$ cat config.mk
export PLATFORM = sky130hd
export DESIGN_NAME = pc_trace_recorder
export DESIGN_NICKNAME = d
export VERILOG_FILES = /design/src/rtl/pc_trace_recorder.sv
export SDC_FILE = /design/constraint.sdc
export NUM_CORES = 2
export LEC_CHECK = 0
export CORE_MARGIN = 5
export CORE_UTILIZATION = 68
export CTS_BUF_LIST = sky130_fd_sc_hd__clkbuf_8
export DETAILED_ROUTE_END_ITERATION = 10
export HOLD_SLACK_MARGIN = 0.05
export PLACE_DENSITY = 0.87
export SETUP_SLACK_MARGIN = 0.5
export SYNTH_ARGS = -nofsm -noshare
export SYNTH_HDL_FRONTEND = slang
export SYNTH_SLANG_ARGS = --single-unit
$ cat constraint.sdc
create_clock -name Clock -period 32.3 [get_ports Clock]
set_input_delay 4.845 -clock Clock [delete_from_list [all_inputs] [get_ports Clock]]
set_output_delay 4.845 -clock Clock [all_outputs]
set_load 0.01 [all_outputs]
$ cat src/rtl/pc_trace_recorder.sv
// PC trace recorder: captures multi-channel samples into a small buffer during a run.
// A run ends when channel 0 repeats HALT_REPEAT times in a row (halt) or when the cycle limit is reached.
module pc_trace_recorder #(
  parameter int DATA_W      = 32,
  parameter int CHANNELS    = 3,
  parameter int DEPTH       = 16,
  parameter int WRAP        = 0,
  parameter int HALT_REPEAT = 4,
  parameter int TIMEOUT     = 1024
) (
  input  logic                         Clock,
  input  logic                         Reset,
  input  logic                         Start,
  input  logic                         Sample_Valid,
  input  logic [CHANNELS*DATA_W-1:0]   Sample_Data,
  input  logic                         Rd_En,
  output logic [CHANNELS*DATA_W-1:0]   Rd_Data,
  output logic                         Rd_Valid,
  output logic [$clog2(DEPTH):0]       Count,
  output logic                         Overflow,
  output logic [31:0]                  Cycle_Count,
  output logic [1:0]                   State,
  output logic                         Done,
  output logic                         Timeout
);

  localparam int AW = $clog2(DEPTH);
  localparam int SW = CHANNELS * DATA_W;
  localparam int RW = $clog2(HALT_REPEAT + 1);
  localparam logic [AW:0] FULL_COUNT = (AW + 1)'(DEPTH);

  typedef enum logic [1:0] {
    S_IDLE     = 2'd0,
    S_RUN      = 2'd1,
    S_HALTED   = 2'd2,
    S_TIMEDOUT = 2'd3
  } state_e;

  state_e            state_q, state_d;
  logic [AW-1:0]     wr_ptr_q, wr_ptr_d;
  logic [AW-1:0]     rd_ptr_q, rd_ptr_d;
  logic [AW:0]       count_q, count_d;
  logic              overflow_q, overflow_d;
  logic [31:0]       cycle_q, cycle_d;
  logic [RW-1:0]     rep_q, rep_d;
  logic [DATA_W-1:0] last_pc_q, last_pc_d;
  logic [SW-1:0]     rd_data_q, rd_data_d;
  logic              rd_valid_q, rd_valid_d;
  logic              done_q, done_d;
  logic              timeout_q, timeout_d;

  logic [SW-1:0]     mem [DEPTH];
  logic              mem_we;
  logic              full, do_read, capture, overwrite, halt_hit, restart;

  // NOTE: every signal written here gets a default first, so no latch is inferred.
  always_comb begin
    state_d    = state_q;
    wr_ptr_d   = wr_ptr_q;
    rd_ptr_d   = rd_ptr_q;
    count_d    = count_q;
    overflow_d = overflow_q;
    cycle_d    = cycle_q;
    rep_d      = rep_q;
    last_pc_d  = last_pc_q;
    rd_data_d  = rd_data_q;
    rd_valid_d = 1'b0;

    full      = (count_q == FULL_COUNT);
    do_read   = Rd_En && (count_q != '0);
    capture   = (state_q == S_RUN) && Sample_Valid;
    restart   = Start && ((state_q == S_HALTED) || (state_q == S_TIMEDOUT));
    // A full buffer accepts a write only if a read frees a slot or overwrite is enabled.
    mem_we    = capture && (!full || do_read || (WRAP != 0));
    overwrite = capture && full && !do_read && (WRAP != 0);

    if (capture && full && !do_read) overflow_d = 1'b1;
    if (mem_we) wr_ptr_d = wr_ptr_q + 1'b1;
    if (do_read || overwrite) rd_ptr_d = rd_ptr_q + 1'b1;

    if (do_read) begin
      rd_data_d  = mem[rd_ptr_q];
      rd_valid_d = 1'b1;
    end

    if (mem_we && !do_read && !full) count_d = count_q + 1'b1;
    else if (do_read && !mem_we)     count_d = count_q - 1'b1;

    // Repeat detection sees dropped samples too; rep_q==0 marks the first sample of a run.
    if (capture) begin
      last_pc_d = Sample_Data[DATA_W-1:0];
      if ((rep_q != '0) && (Sample_Data[DATA_W-1:0] == last_pc_q)) rep_d = rep_q + 1'b1;
      else                                                          rep_d = RW'(1);
    end
    halt_hit = capture && (rep_d == RW'(HALT_REPEAT));

    if (state_q == S_RUN) begin
      cycle_d = cycle_q + 32'd1;
      if (halt_hit)                      state_d = S_HALTED;
      else if (cycle_d == 32'(TIMEOUT))  state_d = S_TIMEDOUT;
    end else if ((state_q == S_IDLE) && Start) begin
      state_d = S_RUN;
    end else if (restart) begin
      state_d    = S_RUN;
      wr_ptr_d   = '0;
      rd_ptr_d   = '0;
      count_d    = '0;
      overflow_d = 1'b0;
      cycle_d    = '0;
      rep_d      = '0;
    end

    done_d    = (state_d == S_HALTED);
    timeout_d = (state_d == S_TIMEDOUT);
  end

  always_ff @(posedge Clock) begin
    if (Reset) begin
      state_q    <= S_IDLE;
      wr_ptr_q   <= '0;
      rd_ptr_q   <= '0;
      count_q    <= '0;
      overflow_q <= 1'b0;
      cycle_q    <= '0;
      rep_q      <= '0;
      last_pc_q  <= '0;
      rd_data_q  <= '0;
      rd_valid_q <= 1'b0;
      done_q     <= 1'b0;
      timeout_q  <= 1'b0;
    end else begin
      state_q    <= state_d;
      wr_ptr_q   <= wr_ptr_d;
      rd_ptr_q   <= rd_ptr_d;
      count_q    <= count_d;
      overflow_q <= overflow_d;
      cycle_q    <= cycle_d;
      rep_q      <= rep_d;
      last_pc_q  <= last_pc_d;
      rd_data_q  <= rd_data_d;
      rd_valid_q <= rd_valid_d;
      done_q     <= done_d;
      timeout_q  <= timeout_d;
    end
  end

  // NOTE: the storage array has no reset; an entry is only readable after it has been written.
  always_ff @(posedge Clock) begin
    if (mem_we) mem[wr_ptr_q] <= Sample_Data;
  end

  assign Rd_Data     = rd_data_q;
  assign Rd_Valid    = rd_valid_q;
  assign Count       = count_q;
  assign Overflow    = overflow_q;
  assign Cycle_Count = cycle_q;
  assign State       = state_q;
  assign Done        = done_q;
  assign Timeout     = timeout_q;

endmodule

* After elaboration in Yosys (flattened, before gate mapping)
Memory sizes are Yosys's and may differ from the RTL's. A register that Yosys moved wholly into a read port is not among the register bits.
Cells that the tools add are included.
** Operators by class
- Add/sub/neg operators :: 6
- Equal/unequal tests :: 10
- Mux-type cells :: 33
- Reductions and logical operators :: 22
** Operator list (count)
- 2-to-1 mux 32 bit :: 3
- adder 32 x 1 -> 32 bit, second input constant :: 1
- equality test 32 x 11 -> 1 bit, second input constant :: 1
- equality test 32 bit :: 1
- 2-to-1 mux 4 bit :: 8
- 2-to-1 mux 5 bit :: 5
- 2-to-1 mux 3 bit :: 5
- logical AND 1 bit :: 12
- 2-to-1 mux 2 bit :: 5
- adder 4 x 1 -> 4 bit, second input constant :: 2
- equality test 2 bit, second input constant :: 4
- 2-to-1 mux 1 bit :: 7
- adder 5 x 1 -> 5 bit, second input constant :: 1
- equality test 5 bit, second input constant :: 1
- nonzero test 5 bit :: 1
- subtractor 5 x 1 -> 5 bit, second input constant :: 1
- adder 3 x 1 -> 3 bit, second input constant :: 1
- equality test 3 bit, second input constant :: 1
- logical NOT 1 bit :: 3
- nonzero test 3 bit :: 1
- equality test 2 x 1 -> 1 bit, second input constant :: 1
- logical NOT 2 bit :: 1
- logical OR 1 bit :: 2
- != test 2 bit, second input constant :: 1
- 2 further kinds :: 2
** Word-level totals
- Flip-flop bits (word level) :: 86
- RAM bits :: 1536
- Input port bits :: 101
- Memories kept :: 1
** Memories
- mem :: words 16, width 96, rd ports 1, clocked after memory_dff 1, write ports 1, line 52 : logic [SW-1:0] mem [DEPTH];

* Depth between registers and ports, before layout
- Depth after elaboration :: 11
- Mapped depth :: 9
- Mapped depth without buffers :: 9

* Least setup slack after synthesis
Ideal clock, no wire load.
- Path type :: input port to flip-flop
- Start point :: input port Sample_Valid
- End point :: memory mem[0][0] in the netlist's numbering, enable pin
- Setup time :: 0.786 ns
- Arrival time :: 14.224 ns
- Data required time :: 31.514 ns
- Slack :: 17.289 ns
- Cell stages on the path :: 3
- Path buffers :: 0
- Path through :: and2_1 -> o21ai_1 -> nor4_1
** On the way
- Cells in the longest elaborated chain, start to end :: 4
** Ends and longest elaborated chain
- start: declaration :: line 14 : input logic Sample_Valid,
- logical AND 1 bit :: line 71 : capture = (state_q == S_RUN) && Sample_Valid;
- logical AND 1 bit :: line 74 : mem_we = capture && (!full || do_read || (WRAP != 0));
- 2-to-1 mux 1 bit :: line 149 : if (mem_we) mem[wr_ptr_q] <= Sample_Data;
- 2-to-1 mux 1 bit (not written as such) :: line 149
- end: declaration :: line 52
No other way between the ends.

* Worst setup path after layout
- Start point :: input port Sample_Valid
- End point :: memory mem[11][91] in the netlist's numbering, enable pin
The elaborated chain is that of the path after synthesis.

==> results.json <==
{
  "average_footprint_of_a_synthesized_cell_um2": 20.6,
  "post-cts-setup-buffers": 0,
  "layout-area-overhead-vs-synth_pct": 13.5,
  "p_comb_share_pct": 16.1,
  "slowest_stage": "buf_4",
  "synth_fp_nets": 3281,
  "synth_sequential_area_ratio_pct": 76.1,
  "timing.setup.critical_path_class": "input port to register",
  "global_route.overflow_total": 0,
  "drt_drc_violations_left": 0,
  "cts_root_buf": "clkbuf_8",
  "cellLeakagePower_nw": 23.0,
  "critical_path_depth": 6,
  "synthDominantCellAreaShare_pct": 70.5,
  "detail_route.wl_per_cell_um": 31.7,
  "finalHoldViolations": 0,
  "max_fclk_mhz": 119,
  "p_int_mw": 3.77,
  "leading_cell_type_by_number_of_instances_after_synthesis": "edfxtp_1",
  "clk_latency_ns": 0.94,
  "ios": 240,
  "switching_share_pct": 25.6,
  "yosys.area.top_type": "edfxtp_1",
  "tightestPinTransition_ns": 1.38,
  "timing.final.max_slew_violations": 0,
  "cts_tree": "yes",
  "seq_power_share_pct": 49.9,
  "worst-path-max-fanout": 71,
  "worst_r2r_path_depth": 7,
  "power_density_nw_per_um2": 68.3,
  "number_of_core_rows": 113,
  "clk_pin_slew_ns": 0.06,
  "number_of_buffers_between_clock_root_and_the_deepest_sink": 4,
  "worst_setup_path_start_kind": "input port",
  "setup_tns_ns": 0,
  "die_h_um": 320,
  "multi_input_comb_area_um2": 15000,
  "clock-sinks": 1718,
  "yosys_cell_types": 58,
  "max_cap_violations": 0,
  "number_of_synthesized_register_bits": 1718,
  "worstPathArrival_ns": 8.89,
  "final_cell_count_no_fill": 5024,
  "floorplan.initialDensity_pct": 68.7,
  "cts_hold_repair.buffers": 0,
  "min_path_type": "register to register",
  "finalSetupViolCount": 0,
  "yosys-top-cells-area": "edfxtp_1 (71%), mux4_2 (17%), dfxtp_1 (5.6%)",
  "via_count_of_the_first_global_routing_pass": 36000,
  "dpl.cell_count": 4541,
  "ys_async_sr_fraction_pct": 0,
  "clock_skew_ns": 0.0562,
  "cts-resized-gates": 0,
  "layout.nets": 3669,
  "synth_enable_flop_cells": 1536,
  "drive_above_1_share_pct": 23.8,
  "route.vias.total": 34600,
  "fin_crit_sh_pct": 26.0,
  "place_congestion": 0.838,
  "largest_net_degree_at_the_start_of_global_routing": 117,
  "drt.antenna.violating_nets": 0,
  "core_um2": 95200,
  "layout.filler_cells": 4443,
  "die_width_um": 320,
  "portBuffers": 239,
  "avgViaCountPerCell": 6.89,
  "crit_chain": "clkdlybuf4s50_1 -> and2_2 -> o21ai_1 -> nor3b_1 -> and2_4 -> buf_4",
  "detailedRoute.firstIterationViolations": 5132,
  "worst_setup_path_end_kind": "register",
  "design.die.area_um2": 102000,
  "synth_top_flop_cell": "edfxtp_1",
  "grt_pass1_wl_mm": 235,
  "postSynthCellCount": 3169,
  "dr.pass1.iters": 9,
  "slew-limit-headroom_pct": 8.14,
  "run_status": "finished clean",
  "cts_htree_levels": 5,
  "critPathBufInv": 2,
  "antenna_found_initial": 9,
  "min_delay_path_depth": 2,
  "yosys_warnings": 0,
  "min_period_ns": 8.39,
  "globalRouteTotalUtil_pct": 31.4,
  "worst_path_largest_cell_delay_ns": 0.95,
  "power.switching_mw": 1.30,
  "synth_area_um2": 65400,
  "crit_family": "simple AND/OR/NAND/NOR gates",
  "numCtsBuffers": 279,
  "rsz0062_at_grt": "no",
  "ys_top_cells_by_count": "edfxtp_1 (1536), mux4_2 (480), nand2_1 (293)",
  "sequential_cell_area_um2": 49800,
  "critPathRequiredTime_ns": 32.81,
  "routed_wl_mm": 159,
  "post-dp-hpwl_mm": 88.0,
  "power.share.clock_pct": 33.9,
  "worst_ir_drop_on_vdd_mv": 0.0465,
  "totalPowerFinal_mw": 5.07
}
==> final cells by class <==
type	instances	share of cell area, %
Clock inverter	178	1.17
Timing Repair Buffer	287	3.74
Sequential cell	1718	67.1
Antenna cell	5	0.0169
Tap cell	1265	2.13
Clock buffer	300	5.56
Inverter	18	0.0910
Multi-Input combinational cell	1253	20.2
==> logic make-up (layout without fill, tap and decap cells) <==
family,count (synthesis),after routing,share of synthesized area [%]
xor gates and xnor gates,48,48,0.643
buffers and inverters,198,783,1.15
other,0,5,0
adders and majority gates,11,11,0.210
and+or+nand+nor,467,467,3.24
DFF,1718,1718,76.1
AOI/OAI and AO/OA,244,244,2.07
muxes,483,483,16.6
==> metal layers <==
| layer | GRT usage, % | vias to the layer above | share of wire (%) |
|---|---|---|---|
| met2 | 52.2 | 2748 | 52 |
| met5 | 0 | - | 0.043 |
| met1 | 41.5 | 17600 | 33 |
| li1 | - | 13800 | - |
| met4 | 12.9 | 10 | 4.1 |
| met3 | 6.90 | 523 | 11 |
==> power groups by stage <==
stage	clock network, mW	logic, mW	registers, mW
after global routing	1.86	0.869	2.53
after floorplan	0	0.509	2.57
after CTS	1.74	0.827	2.53
after global placement	0	0.785	2.57
final	1.72	0.818	2.53
after detailed placement	0	0.818	2.57
==> cells in the final DEF (no fill, tap or decap), types with 5 or more instances in the layout <==
master           instances
clkbuf_8               300
clkdlybuf4s50_1        238
nand2b_1                 5
bufinv_16                6
nor3_1                   9
nand3_1                 17
and4_1                   5
o21ai_0                 30
clkinv_1                59
xor2_1                  10
nand2_1                293
nand4_1                 21
inv_1                  111
ha_1                    11
a21oi_1                168
a311oi_1                 8
nor2_1                  51
clkinv_2                13
diode_2                  5
a211oi_1                 6
buf_4                   46
a31oi_1                  5
edfxtp_1              1536
dfxtp_1                178
clkinvlp_4               5
mux4_2                 480
nor4_1                  10
or3_1                   10
xnor2_1                 38
==> sequential cells by signal (all words and copies together), names as in the netlist, 2 cells and up <==
signal,count
wr_ptr_q,4
Rd_Data,96
Cycle_Count,32
rep_q,3
last_pc_q,32
mem,1536
rd_ptr_q,4
Count,5
State,2
==> worst min-delay path, cell delays in order, from the launching register on <==
cell     delay [ns]
dfxtp_1        0.31
nand2_1        0.05
a21oi_1        0.05
==> through the flow <==
step / setup WS [ns] / utilization (%) / instance area (µm²) / hold WS (ns)
after floorplan: 17.29 / - / 65400 / 0.448
after global placement: 23.51 / 72.7 / 69200 / 0.446
after detailed placement: 23.09 / 72.7 / 69200 / 0.450
after CTS: 24.04 / 78.0 / 74200 / 0.458
after global routing: 23.89 / 78.0 / 74200 / 0.474
final: 23.91 / 78.0 / 74200 / 0.455
==> final timing paths <==
| path | startpoint | slack, ns | to |
|---|---|---|---|
| max reg2reg | rd_ptr_q[1]$_SDFF_PP0_ | 26.97 | Rd_Data[12]$_SDFFE_PP0N_ |
| min | Rd_Data[94]$_SDFFE_PP0N_ | 0.46 | Rd_Data[94]$_SDFFE_PP0N_ |
| min reg2reg | Rd_Data[94]$_SDFFE_PP0N_ | 0.46 | Rd_Data[94]$_SDFFE_PP0N_ |
| max | Sample_Valid | 23.91 | mem[11][91]$_DFFE_PP_ |
Note: power is estimated with default switching activity, not from simulation.
